File: src/rtl/vga_timing_gen_if.sv
// Bundle of raster timing signals passed from the timing generator to the pixel pipeline.
// The master drives position, sync and strobes; the slave supplies the pixel advance enable.
interface vga_timing_gen_if #(
  parameter int CNT_W = 10
) ();
  logic             en;
  logic [CNT_W-1:0] h_cnt;
  logic [CNT_W-1:0] v_cnt;
  logic [CNT_W-1:0] fetch_x;
  logic [CNT_W-1:0] fetch_y;
  logic             h_sync;
  logic             v_sync;
  logic             blank;
  logic             de;
  logic             line_start;
  logic             frame_start;
  logic             vblank_start;

  modport master (
    input  en,
    output h_cnt, v_cnt, fetch_x, fetch_y,
    output h_sync, v_sync, blank, de,
    output line_start, frame_start, vblank_start
  );

  modport slave (
    output en,
    input  h_cnt, v_cnt, fetch_x, fetch_y,
    input  h_sync, v_sync, blank, de,
    input  line_start, frame_start, vblank_start
  );
endinterface

File: src/rtl/vga_timing_gen.sv
// Parametrised raster timing generator: beam position, look-ahead fetch position,
// sync/blank decodes and line/frame/vblank strobes, all registered.
module vga_timing_gen #(
  parameter int CNT_W      = 10,
  parameter int H_VISIBLE  = 640,
  parameter int H_FRONT    = 16,
  parameter int H_SYNC     = 96,
  parameter int H_BACK     = 48,
  parameter int V_VISIBLE  = 480,
  parameter int V_FRONT    = 10,
  parameter int V_SYNC     = 2,
  parameter int V_BACK     = 33,
  parameter bit H_SYNC_POL = 1'b0,
  parameter bit V_SYNC_POL = 1'b0,
  parameter int LOOKAHEAD  = 0
) (
  input  logic                    clk,
  input  logic                    rst,
  vga_timing_gen_if.master        bus
);

  localparam int H_TOTAL   = H_VISIBLE + H_FRONT + H_SYNC + H_BACK;
  localparam int V_TOTAL   = V_VISIBLE + V_FRONT + V_SYNC + V_BACK;
  localparam int CNT_RANGE = 1 << CNT_W;

  generate
    if (H_TOTAL > CNT_RANGE || V_TOTAL > CNT_RANGE) begin : g_badCntW
      $error("vga_timing_gen: CNT_W too small for H_TOTAL/V_TOTAL");
    end
    if (LOOKAHEAD < 0 || LOOKAHEAD >= H_TOTAL) begin : g_badLookahead
      $error("vga_timing_gen: LOOKAHEAD must be in [0, H_TOTAL)");
    end
  endgenerate

  typedef logic [CNT_W-1:0] cnt_t;

  typedef struct packed {
    cnt_t x;
    cnt_t y;
  } pos_t;

  localparam cnt_t H_LAST      = cnt_t'(H_TOTAL - 1);
  localparam cnt_t V_LAST      = cnt_t'(V_TOTAL - 1);
  localparam cnt_t H_VIS       = cnt_t'(H_VISIBLE);
  localparam cnt_t V_VIS       = cnt_t'(V_VISIBLE);
  localparam cnt_t HS_FIRST    = cnt_t'(H_VISIBLE + H_FRONT);
  localparam cnt_t HS_LAST     = cnt_t'(H_VISIBLE + H_FRONT + H_SYNC - 1);
  localparam cnt_t VS_FIRST    = cnt_t'(V_VISIBLE + V_FRONT);
  localparam cnt_t VS_LAST     = cnt_t'(V_VISIBLE + V_FRONT + V_SYNC - 1);
  localparam cnt_t FETCH_RESET = cnt_t'(LOOKAHEAD);

  // One raster step: column wraps at the end of the line and carries into the line count.
  function automatic pos_t stepPos(input pos_t p);
    pos_t n;
    n = p;
    if (p.x == H_LAST) begin
      n.x = '0;
      n.y = (p.y == V_LAST) ? '0 : p.y + 1'b1;
    end else begin
      n.x = p.x + 1'b1;
    end
    return n;
  endfunction

  logic r_hSync;
  logic r_vSync;
  logic r_blank;
  logic r_de;
  logic r_lineStart;
  logic r_frameStart;
  logic r_vblankStart;
  pos_t r_beam;
  pos_t r_fetch;

  pos_t w_beamNext;
  pos_t w_fetchNext;
  logic w_hSyncNext;
  logic w_vSyncNext;
  logic w_blankNext;
  logic w_lineStartNext;
  logic w_vblankNext;

  // Decodes are taken from the position about to be loaded so they line up with it.
  always_comb begin
    w_beamNext      = stepPos(r_beam);
    w_fetchNext     = stepPos(r_fetch);
    w_hSyncNext     = ~H_SYNC_POL;
    w_vSyncNext     = ~V_SYNC_POL;
    w_blankNext     = 1'b1;
    w_lineStartNext = 1'b0;
    w_vblankNext    = 1'b0;

    if (w_beamNext.x >= HS_FIRST && w_beamNext.x <= HS_LAST) begin
      w_hSyncNext = H_SYNC_POL;
    end
    if (w_beamNext.y >= VS_FIRST && w_beamNext.y <= VS_LAST) begin
      w_vSyncNext = V_SYNC_POL;
    end
    if (w_beamNext.x < H_VIS && w_beamNext.y < V_VIS) begin
      w_blankNext = 1'b0;
    end
    if (w_beamNext.x == '0) begin
      w_lineStartNext = 1'b1;
      w_vblankNext    = (w_beamNext.y == V_VIS);
    end
  end

  always_ff @(posedge clk) begin
    if (rst) begin
      r_beam  <= '0;
      r_fetch <= '{x: FETCH_RESET, y: '0};
      r_hSync <= ~H_SYNC_POL;
      r_vSync <= ~V_SYNC_POL;
      r_blank <= 1'b0;
      r_de    <= 1'b1;
    end else if (bus.en) begin
      r_beam  <= w_beamNext;
      r_fetch <= w_fetchNext;
      r_hSync <= w_hSyncNext;
      r_vSync <= w_vSyncNext;
      r_blank <= w_blankNext;
      r_de    <= ~w_blankNext;
    end
  end

  // Strobes fire only on an enabled step, so they never stretch while en is low.
  always_ff @(posedge clk) begin
    if (rst) begin
      r_lineStart   <= 1'b0;
      r_frameStart  <= 1'b0;
      r_vblankStart <= 1'b0;
    end else begin
      r_lineStart   <= bus.en & w_lineStartNext;
      r_frameStart  <= bus.en & w_lineStartNext & (w_beamNext.y == '0);
      r_vblankStart <= bus.en & w_vblankNext;
    end
  end

  assign bus.h_cnt        = r_beam.x;
  assign bus.v_cnt        = r_beam.y;
  assign bus.fetch_x      = r_fetch.x;
  assign bus.fetch_y      = r_fetch.y;
  assign bus.h_sync       = r_hSync;
  assign bus.v_sync       = r_vSync;
  assign bus.blank        = r_blank;
  assign bus.de           = r_de;
  assign bus.line_start   = r_lineStart;
  assign bus.frame_start  = r_frameStart;
  assign bus.vblank_start = r_vblankStart;

endmodule

File: src/flat_wrapper.sv
// flat-port wrapper written by rule: the top's interface ports become plain ports
module vga_timing_gen_flat 
#(
  parameter int CNT_W      = 10,
  parameter int H_VISIBLE  = 640,
  parameter int H_FRONT    = 16,
  parameter int H_SYNC     = 96,
  parameter int H_BACK     = 48,
  parameter int V_VISIBLE  = 480,
  parameter int V_FRONT    = 10,
  parameter int V_SYNC     = 2,
  parameter int V_BACK     = 33,
  parameter bit H_SYNC_POL = 1'b0,
  parameter bit V_SYNC_POL = 1'b0,
  parameter int LOOKAHEAD  = 0
)
  (clk, rst, bus_en, bus_h_cnt, bus_v_cnt, bus_fetch_x, bus_fetch_y, bus_h_sync, bus_v_sync, bus_blank, bus_de, bus_line_start, bus_frame_start, bus_vblank_start);
  vga_timing_gen_if #(.CNT_W(CNT_W)) bus_i ();
  input  logic clk;
  input  logic rst;
  input wire logic [$bits(bus_i.en)-1:0] bus_en;
  output wire logic [$bits(bus_i.h_cnt)-1:0] bus_h_cnt;
  output wire logic [$bits(bus_i.v_cnt)-1:0] bus_v_cnt;
  output wire logic [$bits(bus_i.fetch_x)-1:0] bus_fetch_x;
  output wire logic [$bits(bus_i.fetch_y)-1:0] bus_fetch_y;
  output wire logic [$bits(bus_i.h_sync)-1:0] bus_h_sync;
  output wire logic [$bits(bus_i.v_sync)-1:0] bus_v_sync;
  output wire logic [$bits(bus_i.blank)-1:0] bus_blank;
  output wire logic [$bits(bus_i.de)-1:0] bus_de;
  output wire logic [$bits(bus_i.line_start)-1:0] bus_line_start;
  output wire logic [$bits(bus_i.frame_start)-1:0] bus_frame_start;
  output wire logic [$bits(bus_i.vblank_start)-1:0] bus_vblank_start;
  assign bus_i.en = bus_en;
  assign bus_h_cnt = bus_i.h_cnt;
  assign bus_v_cnt = bus_i.v_cnt;
  assign bus_fetch_x = bus_i.fetch_x;
  assign bus_fetch_y = bus_i.fetch_y;
  assign bus_h_sync = bus_i.h_sync;
  assign bus_v_sync = bus_i.v_sync;
  assign bus_blank = bus_i.blank;
  assign bus_de = bus_i.de;
  assign bus_line_start = bus_i.line_start;
  assign bus_frame_start = bus_i.frame_start;
  assign bus_vblank_start = bus_i.vblank_start;
  vga_timing_gen #(.CNT_W(CNT_W), .H_VISIBLE(H_VISIBLE), .H_FRONT(H_FRONT), .H_SYNC(H_SYNC), .H_BACK(H_BACK), .V_VISIBLE(V_VISIBLE), .V_FRONT(V_FRONT), .V_SYNC(V_SYNC), .V_BACK(V_BACK), .H_SYNC_POL(H_SYNC_POL), .V_SYNC_POL(V_SYNC_POL), .LOOKAHEAD(LOOKAHEAD)) u_core (.clk(clk), .rst(rst), .bus(bus_i));
endmodule
File: config.mk
export PLATFORM = sky130hd
export DESIGN_NAME = vga_timing_gen_flat
export DESIGN_NICKNAME = d
export VERILOG_FILES = /design/src/rtl/vga_timing_gen_if.sv /design/src/rtl/vga_timing_gen.sv /design/src/flat_wrapper.sv
export SDC_FILE = /design/constraint.sdc
export NUM_CORES = 1
export LEC_CHECK = 0
export CAP_MARGIN = 5
export CORE_UTILIZATION = 25
export CTS_BUF_LIST = sky130_fd_sc_hd__clkbuf_8
export CTS_CLUSTER_DIAMETER = 60
export CTS_CLUSTER_SIZE = 25
export DETAILED_ROUTE_END_ITERATION = 12
export GPL_ROUTABILITY_DRIVEN = 0
export HOLD_SLACK_MARGIN = 0.08
export PLACE_DENSITY = 0.47
export SLEW_MARGIN = 20
export SYNTH_ARGS = -nofsm -noshare
export SYNTH_HDL_FRONTEND = slang
export SYNTH_SLANG_ARGS = --single-unit
File: constraint.sdc
create_clock -name clk -period 2.1 [get_ports clk]
set_input_delay 0.42 -clock clk [delete_from_list [all_inputs] [get_ports clk]]
set_output_delay 0.42 -clock clk [all_outputs]
set_load 0.05 [all_outputs]
Yosys cells after proc, flatten, opt, wreduce, memory -nomap -nowiden
Cells that the tools add are included.
{"block": "word_totals", "ff_bits": 47, "latch_bits": 0, "ram_bits": 0, "romBits": 0, "input_bits": 3, "out_inout_bits": 47, "wordCells": 45, "mem_count": 0}
{"block": "classes", "add_sub_neg": 4, "mul": 0, "div": 0, "n_lt_le_gt_ge": 6, "n_eq_ne": 5, "shifts": 0, "muxes": 10, "bitwise_logic": 3, "n_reduce_logical": 6}
{"operator": "$mux 10", "n": 5}
{"operator": "$add 10x1->10 const B", "n": 4}
{"operator": "$eq 10x10->1 const B", "n": 4}
{"operator": "$logic_not 10->1", "n": 2}
{"operator": "$eq 10x9->1 const B", "n": 1}
{"operator": "$ge 10x10->1 const B", "n": 1}
{"operator": "$ge 10x9->1 const B", "n": 1}
{"operator": "$le 10x10->1 const B", "n": 1}
{"operator": "$le 10x9->1 const B", "n": 1}
{"operator": "$lt 10x10->1 const B", "n": 1}
{"operator": "$lt 10x9->1 const B", "n": 1}
{"operator": "$mux 1", "n": 5}
{"operator": "$and 1x1->1", "n": 3}
{"operator": "$logic_and 1x1->1", "n": 3}
{"operator": "$reduce_and 2->1", "n": 1}

Depth between registers and ports, before layout
Gate-level depths: netlist of the first run.
{"block": "depth", "ltp_word": 6, "mapped_depth": 10}

Worst setup path before layout of the first run
No wires, ideal clock.
{"block": "synth_path", "path_type": "reg-to-reg", "start": "register u_core.r_beam, in the netlist u_core.bus.h_cnt[0]", "end": "register u_core.r_blank (netlist: u_core.bus.blank)", "setup_time_ns": 0.132, "arrival_time_ns": 2.511, "t_required_ns": 1.968, "setup_slack_ns": -0.543, "stages_incl_launch_ff": 10, "n_path_buf": 2, "cell_sequence": "dfxtp_1 -> ha_1 -> clkbuf_1 -> nand4_1 -> or3_1 -> buf_2 -> nor4_1 -> a211o_2 -> nor4b_4 -> nor3_1"}
{"block": "synth_via", "elab_chain_len": 5, "elab_cells_between_ends": 8, "cone_classes": "1 x add/sub; 2 x order compare; 1 x eq/ne; 3 x mux; 1 x reduce/logical"}
{"element": "from (decl)", "line": "vga_timing_gen.sv:72", "rtl": "pos_t r_beam;"}
{"element": "from (signal assigned)", "line": "vga_timing_gen.sv:117", "rtl": "r_beam <= w_beamNext;"}
{"element": "$add 10x1->10 or $eq 10x10->1 (tied branches)", "line": "vga_timing_gen.sv:60, vga_timing_gen.sv:56"}
{"element": "$mux 10", "line": "vga_timing_gen.sv:56", "rtl": "if (p.x == H_LAST) begin"}
{"element": "$lt 10x10->1 or $lt 10x9->1 (tied branches)", "line": "vga_timing_gen.sv:99", "rtl": "if (w_beamNext.x < H_VIS && w_beamNext.y < V_VIS) begin"}
{"element": "$logic_and 1x1->1 *", "line": "vga_timing_gen.sv:99"}
{"element": "$mux 1 *", "line": "vga_timing_gen.sv:99"}
{"element": "to (signal assigned)", "line": "vga_timing_gen.sv:121", "rtl": "r_blank <= w_blankNext;"}
{"element": "to (decl)", "line": "vga_timing_gen.sv:67", "rtl": "logic r_blank;"}
Every way passes the cells marked *; elsewhere a longest branch is shown, timed or not.
A chain may end at the register's enable or synchronous reset.

Worst setup path in the final report of the first run
{"block": "layout_path", "start": "register u_core.r_beam, in the netlist u_core.bus.h_cnt[7]", "end": "register u_core.r_de (netlist: u_core.bus.de)"}
{"block": "layout_via", "elab_chain_len": 4, "elab_cells_between_ends": 7, "cone_classes": "1 x add/sub; 2 x order compare; 1 x eq/ne; 2 x mux; 1 x reduce/logical"}
{"element": "$add 10x1->10 or $eq 10x10->1 (tied branches)", "line": "vga_timing_gen.sv:60, vga_timing_gen.sv:56"}
{"element": "$mux 10", "line": "vga_timing_gen.sv:56"}
{"element": "$lt 10x10->1 or $lt 10x9->1 (tied branches)", "line": "vga_timing_gen.sv:99"}
{"element": "$logic_and 1x1->1 *", "line": "vga_timing_gen.sv:99"}
{"element": "to (signal assigned)", "line": "vga_timing_gen.sv:122", "rtl": "r_de <= ~w_blankNext;"}
{"element": "to (decl)", "line": "vga_timing_gen.sv:68", "rtl": "logic r_de;"}
Marked as above.

==> results of run 1 <==
-- cells by family after synthesis --
kind of cell / after synthesis / share of synthesized area [%]
AND/OR/NAND/NOR: 169 / 31.2
XOR/XNOR: 31 / 9.64
adder cells (fa/ha/maj): 8 / 3.55
multiplexers: 4 / 1.42
buffers and inverters: 38 / 5.73
AO/OA/AOI/OAI: 63 / 15.1
flip-flops: 47 / 33.4
-- path summary, 6_finish.rpt --
kind,start,depth (start not counted),endpoint,slack [ps]
setup / recovery,u_core.bus.h_cnt[7]$_SDFFE_PP0P_,7,u_core.bus.de$_SDFFE_PP1P_,20
hold / removal,u_core.bus.fetch_x[9]$_SDFFE_PP0P_,2,u_core.bus.fetch_x[9]$_SDFFE_PP0P_,490
setup reg to reg,u_core.bus.h_cnt[7]$_SDFFE_PP0P_,7,u_core.bus.de$_SDFFE_PP1P_,20
hold reg to reg,u_core.bus.fetch_x[9]$_SDFFE_PP0P_,2,u_core.bus.fetch_x[9]$_SDFFE_PP0P_,490
-- placed cells by master (no fill, tap or decap), types with 12 or more instances in the layout --
cell type | netlist | layout
buf_4 | 1 | 56
nor2_1 | 52 | 51
clkdlybuf4s50_1 | 0 | 44
nand2_1 | 28 | 28
dfxtp_1 | 47 | 26
nor3_1 | 22 | 21
xor2_1 | 19 | 19
a21oi_1 | 19 | 16
dfxtp_2 | 0 | 16
nand3_1 | 15 | 13
xnor2_1 | 12 | 12
-- worst max-delay path, delay by kind of cell (launching register included) --
family	cells	cell delay, ps
buffers and inverters	1	170
flip-flops	1	350
AND/OR/NAND/NOR	3	800
AO/OA/AOI/OAI	3	650
-- sequential cells by signal (all words and copies together), names as in the netlist --
| signal | cells |
|---|---|
| u_core.bus.line_start | 1 |
| u_core.bus.v_cnt | 10 |
| u_core.bus.de | 1 |
| u_core.bus.blank | 1 |
| u_core.bus.frame_start | 1 |
| u_core.bus.h_cnt | 10 |
| u_core.bus.v_sync | 1 |
| u_core.bus.h_sync | 1 |
| u_core.bus.fetch_y | 10 |
| u_core.bus.vblank_start | 1 |
| u_core.bus.fetch_x | 10 |
-- stage by stage --
stage / TNS (ps) / utilization, % / worst slack (ps) / total power [mW] / instances
after floorplan: -31.8 / - / -24.7 / 1.04 / 360
after global placement: -947 / 35.0 / -271 / 1.12 / 573
after detailed placement: -1200 / 35.0 / -219 / 1.12 / 573
after CTS: 0 / 36.5 / 6.87 / 1.74 / 582
after global routing: -432 / 38.4 / -123 / 1.79 / 588
final: 0 / 38.4 / 20.3 / 1.71 / 588
-- per-layer routing --
| metal | GRT usage, % | vias to the layer above | part of all wire, % |
|---|---|---|---|
| met5 | 0 | - | 0 |
| met4 | 4.21 | 0 | 0.90 |
| met3 | 2.47 | 6 | 4.1 |
| met2 | 24.7 | 46 | 49 |
| met1 | 19.6 | 1353 | 46 |
| li1 | - | 1460 | - |
-- final cells by class --
type / count / area [µm²]
Clock buffer: 6 / 82.6
Clock inverter: 2 / 12.5
Fill cell: 1103 / 6710
Inverter: 9 / 33.8
Multi-Input combinational cell: 275 / 1910
Sequential cell: 47 / 980
Tap cell: 140 / 175
Timing Repair Buffer: 109 / 982
-- timing repair --
action | in CTS | in global routing
pin swaps | 7 | 19
gates cloned | 0 | 1
resized for setup | 11 | 29
setup buffers | 2 | 5
endpoints found under the setup margin | 8 | 13
-- power by group --
part           switching [mW]  leakage [nW]  internal (mW)
clock                   0.338        0.0530          0.268
sequential             0.0121         0.391          0.901
combinational           0.120          1.14         0.0719
total                   0.470          1.58           1.24
==> metrics.csv, run 1 <==
stage;metric;value;unit
status;status;finished clean;
routing;Total Wirelength;8430;µm
critical_path;CP Max Fanout;5;
synthesis;Post-synth top flop;dfxtp_1;
synthesis;Synth area leader;dfxtp_1;
synthesis;Synthesis Warnings;0;
critical_path;critical path endpoint category;register;
timing;final hold violations;0;
routing;drt via density;4.87;
critical_path;CP cell instances;or3_4 -> nor3_4 -> buf_6 -> a32oi_2 -> a211o_2 -> nor4b_4 -> a211o_1;
final_layout;share of cells above drive strength 1;27.5;%
critical_path;crit path DAT;2270;ps
critical_path;Req. time, crit path;2290;ps
global_routing;GRT Residual Overflow;0;
clock_tree;clk_lat worst skew;310;ps
synthesis;number of synthesized register bits;47;
routing;wire per inst;14.3;µm
timing;Final Max Tran Viols;0;
clock_tree;CTS Hold Bufs;0;
routing;Post-route DRC;0;
timing;Fmax;481;MHz
die;starting density of the core;25.9;%
synthesis;Post-Syn Area per Cell;7.83;µm²
synthesis;most common cell in the netlist;nor2_1;
global_routing;initial antenna violation count;0;
synthesis;area share of the largest cell type after synthesis;33.4;%
synthesis;Yosys cell types;57;
synthesis;Synth Cell Area;2820;µm²
synthesis;post-synthesis cell count;360;
synthesis;synth cell count leaders;52 x nor2_1, 47 x dfxtp_1, 28 x nand2_1;
critical_path;slowest cell delay on critical path;410;ps
synthesis;main area contributors after synthesis;dfxtp_1 33%, nor2_1 6.9%, xor2_1 5.9%;
die;# IOs;50;
global_routing;first-pass GRT wire length;13800;µm
routing;Pre-antenna DRT Iters;4;
die;Die H;108;µm
clock_tree;H-Tree Depth;2;
die;die width;108;µm
place;area of placed instances;3820;µm²
clock_tree;CTS Buf Count;5;
global_routing;largest net degree at the start of global routing;38;
pwr;Peak VDD IR;0.215;mV
timing;Tmin final;2080;ps
global_routing;gr usage total;14.8;%
place;Port Buffers;49;
clock_tree;root buffer cell;clkbuf_8;
final_layout;synth-to-layout area growth;48.2;%
synthesis;Synthesized Nets;371;
routing;Final ANT Viol Nets;0;
hold_path;worst min-delay path class;register to register;
timing;RSZ-0062 raised after global routing;yes;
global_routing;number of global-route vias before repair;2784;
synthesis;sequential area share after synthesis;33.4;%
synthesis;Post-synth EDFFs;0;
final_layout;n_diodes;0;
timing;worst-case clock skew;8.62;ps
clock_tree;clk sinks;47;
timing;headroom to the max-slew limit;64.9;%
final_layout;fin nets;458;
pwr;PwrDens;410;nW/µm²
pwr;Leakage;1.58;nW
synthesis;Post-synth ARST share;0;%
die;die area;11700;µm²
routing;vias;2865;
critical_path;type of origin of the critical path;register;
critical_path;critical path class;register to register;
clock_tree;Clock Path Buffers;2;
timing;# setup viols final;0;
timing;Tcrit/Tclk final;99.0;%
flow_run;Max Cap Viol;0;
die;Site Rows;38;
timing;Worst-Margin Slew;525;ps
critical_path;CP max stage cell;or3_4;
routing;initial DRC count;104;
final_layout;Layout Cell Area excl Fill;4180;µm²
clock_tree;CTS tree;built;
place;post-DP HPWL;6090;µm
die;CORE AREA;10900;µm²
clock_tree;Worst-path clk slew;90;ps
timing;WHS;488;ps
No activity file was read; power rests on OpenSTA's default activity.
==> run 2: changes to the inputs <==
--- a/config.mk
+++ b/config.mk
@@ -7,14 +7,13 @@
 export LEC_CHECK = 0
 export CAP_MARGIN = 5
 export CORE_UTILIZATION = 25
-export CTS_BUF_LIST = sky130_fd_sc_hd__clkbuf_8
 export CTS_CLUSTER_DIAMETER = 60
 export CTS_CLUSTER_SIZE = 25
 export DETAILED_ROUTE_END_ITERATION = 12
 export GPL_ROUTABILITY_DRIVEN = 0
 export HOLD_SLACK_MARGIN = 0.08
 export PLACE_DENSITY = 0.47
-export SLEW_MARGIN = 20
+export SLEW_MARGIN = 10
 export SYNTH_ARGS = -nofsm -noshare
 export SYNTH_HDL_FRONTEND = slang
 export SYNTH_SLANG_ARGS = --single-unit
==> metrics.csv, run 2 (synthesized netlist as in run 1, its figures left out) <==
stage;metric;value;unit;change
routing;vias;2865;;unchanged
final_layout;Multi-input gate area;1910;µm²;unchanged
routing;WL met1;3890;µm;unchanged
clock_tree;CTS Hold Bufs;0;;unchanged
flow_run;Max Cap Viol;0;;unchanged
timing;Tcrit/Tclk final;99.0;%;unchanged
final_layout;synth-to-layout area growth;48.2;%;unchanged
hold_path;worst hold start;u_core.bus.fetch_x[9]$_SDFFE_PP0P_;;unchanged
routing;initial DRC count;104;;unchanged
timing;Worst-Margin Slew;525;ps;unchanged
routing;wire per inst;14.3;µm;unchanged
clock_tree;root buffer cell;clkbuf_8;;unchanged
critical_path;critical path endpoint category;register;;unchanged
final_layout;Fill cells;1103;;unchanged
global_routing;first-pass GRT wire length;13800;µm;unchanged
final_layout;fin nets;458;;unchanged
pwr;Leakage;1.58;nW;about the same
clock_tree;CTS tree;built;;unchanged
critical_path;reg2reg end;u_core.bus.de$_SDFFE_PP1P_;;unchanged
status;status;finished clean;;unchanged
timing;final hold violations;0;;unchanged
critical_path;Stages on worst setup path;7;;unchanged
final_layout;share of cells above drive strength 1;27.5;%;unchanged
critical_path;type of origin of the critical path;register;;unchanged
critical_path;R2R depth;7;;unchanged
routing;Pre-antenna DRT Iters;4;;unchanged
critical_path;critical path class;register to register;;unchanged
global_routing;number of global-route vias before repair;2784;;unchanged
pwr;Final Power;1.72;mW;was 1.71 mW
critical_path;CP cell instances;or3_4 -> nor3_4 -> buf_6 -> a32oi_2 -> a211o_2 -> nor4b_4 -> a211o_1;;unchanged
global_routing;gr usage total;14.8;%;unchanged
clock_tree;H-Tree Depth;2;;unchanged
critical_path;Req. time, crit path;2290;ps;about the same
place;dpl ws;-219;ps;unchanged
routing;Final ANT Viol Nets;0;;unchanged
timing;Fmax;481;MHz;unchanged
die;CORE AREA;10900;µm²;unchanged
routing;Top Layer Used;met4;;unchanged
hold_path;Hold Path Cell Cnt;2;;unchanged
die;# IOs;50;;unchanged
die;die width;108;µm;unchanged
timing;RSZ-0062 raised after global routing;yes;;unchanged
routing;Post-route DRC;0;;unchanged
routing;met3 WL;342;µm;unchanged
final_layout;commonest non-fill, non-tap cell in the layout;buf_4;;unchanged
critical_path;slowest cell delay on critical path;410;ps;about the same
critical_path;CP top delay family;simple AND/OR/NAND/NOR gates;;unchanged
critical_path;flop-to-flop setup slack;20;ps;about the same
pwr;PwrDens;411;nW/µm²;was 410 nW/µm²
timing;worst-case clock skew;8.62;ps;unchanged
critical_path;crit path DAT;2270;ps;about the same
die;die area;11700;µm²;unchanged
global_routing;initial antenna violation count;0;;unchanged
clock_tree;Clock Path Buffers;2;;unchanged
clock_tree;CTS Buf Count;5;;unchanged
timing;headroom to the max-slew limit;64.9;%;unchanged
critical_path;CP Max Fanout;5;;unchanged
routing;drt via density;4.87;;unchanged
global_routing;GRT Residual Overflow;0;;unchanged
critical_path;RR Startpoint;u_core.bus.h_cnt[7]$_SDFFE_PP0P_;;unchanged
critical_path;CP max stage cell;or3_4;;unchanged
final_layout;register area;980;µm²;unchanged
final_layout;n_diodes;0;;unchanged
critical_path;worst path bufs/invs;1;;unchanged
timing;Tmin final;2080;ps;unchanged
hold_path;worst min-delay path class;register to register;;unchanged
final_layout;final core occ;38.4;%;unchanged
die;Site Rows;38;;unchanged
timing;# setup viols final;0;;unchanged
routing;Total Wirelength;8430;µm;unchanged
timing;Final Max Tran Viols;0;;unchanged
clock_tree;clk sinks;47;;unchanged
die;Die H;108;µm;unchanged
clock_tree;clk_lat worst skew;310;ps;about the same
timing;Final WS setup;20.3;ps;unchanged
final_layout;leading cell types in the layout, fill and taps excluded;56 x buf_4, 51 x nor2_1, 44 x clkdlybuf4s50_1, 28 x nand2_1, 26 x dfxtp_1;;unchanged
die;starting density of the core;25.9;%;unchanged
pwr;Peak VDD IR;0.217;mV;was 0.215 mV
hold_path;Hold Crit Endpoint;u_core.bus.fetch_x[9]$_SDFFE_PP0P_;;unchanged
clock_tree;Worst-path clk slew;90;ps;about the same
global_routing;largest net degree at the start of global routing;38;;unchanged
routing;Met2 Routed Length;4120;µm;unchanged
place;Port Buffers;49;;unchanged
place;post-DP HPWL;6090;µm;unchanged
run 2: cell types whose count changed in the layout (fill, tap and decap cells not counted), sizes merged:
cell	previous run	this run
clkbuf	7	8
inv	11	10
run 2: how the worst max path moves through the flow:
stage                                           from                                 to
floorplan           u_core.bus.h_cnt[7]$_SDFFE_PP0P_      u_core.bus.blank$_SDFFE_PP0P_
global placement                              bus_en  u_core.bus.frame_start$_SDFF_PP0_
detailed placement                            bus_en  u_core.bus.frame_start$_SDFF_PP0_
CTS                 u_core.bus.v_cnt[0]$_SDFFE_PP0P_      u_core.bus.blank$_SDFFE_PP0P_
global route        u_core.bus.h_cnt[1]$_SDFFE_PP0P_  u_core.bus.frame_start$_SDFF_PP0_
finish              u_core.bus.h_cnt[7]$_SDFFE_PP0P_         u_core.bus.de$_SDFFE_PP1P_
run 2: per-layer routing:
layer	vias up	global-route usage [%]
met5	-	0
met1	1353	19.6
met3	6	2.47
met2	46	24.7
li1	1460	-
met4	0	4.21
run 2: where the power goes:
group	leakage, nW	switching [mW]	total [mW]	internal (mW)
sequential	0.391	0.0121	0.913	0.901
clock	0.0489	0.337	0.611	0.273
combinational	1.14	0.120	0.192	0.0719
run 2: layout make-up:
| cell class | instances | share of cell area (%) |
|---|---|---|
| well taps | 140 | 4.19 |
| clock inverters | 1 | 0.210 |
| flip-flops and latches | 47 | 23.5 |
| clock buffers | 7 | 2.07 |
| multi-input cells | 275 | 45.7 |
| repair buffers | 109 | 23.5 |
| inverters | 9 | 0.809 |
run 2: what timing repair did:
item	in CTS	in global routing
gates resized for setup	11	29
pin swaps	7	19
setup endpoints to repair	8	13
cloned	0	1
setup buffers	2	5
run 2: per-stage QoR:
step,instances,cell area [µm²],setup TNS [ps],hold slack (ps)
after floorplan,360,2920,-31.8,583
after global placement,573,3820,-947,465
after detailed placement,573,3820,-1200,470
after CTS,582,3980,0,491
after global routing,588,4180,-430,519
final,588,4180,0,488
run 2: worst min-delay path: cells and delay by family (launching register included):
kind	cells	cell delay, ps
simple gates	1	60
flops	1	340
compound gates	1	50
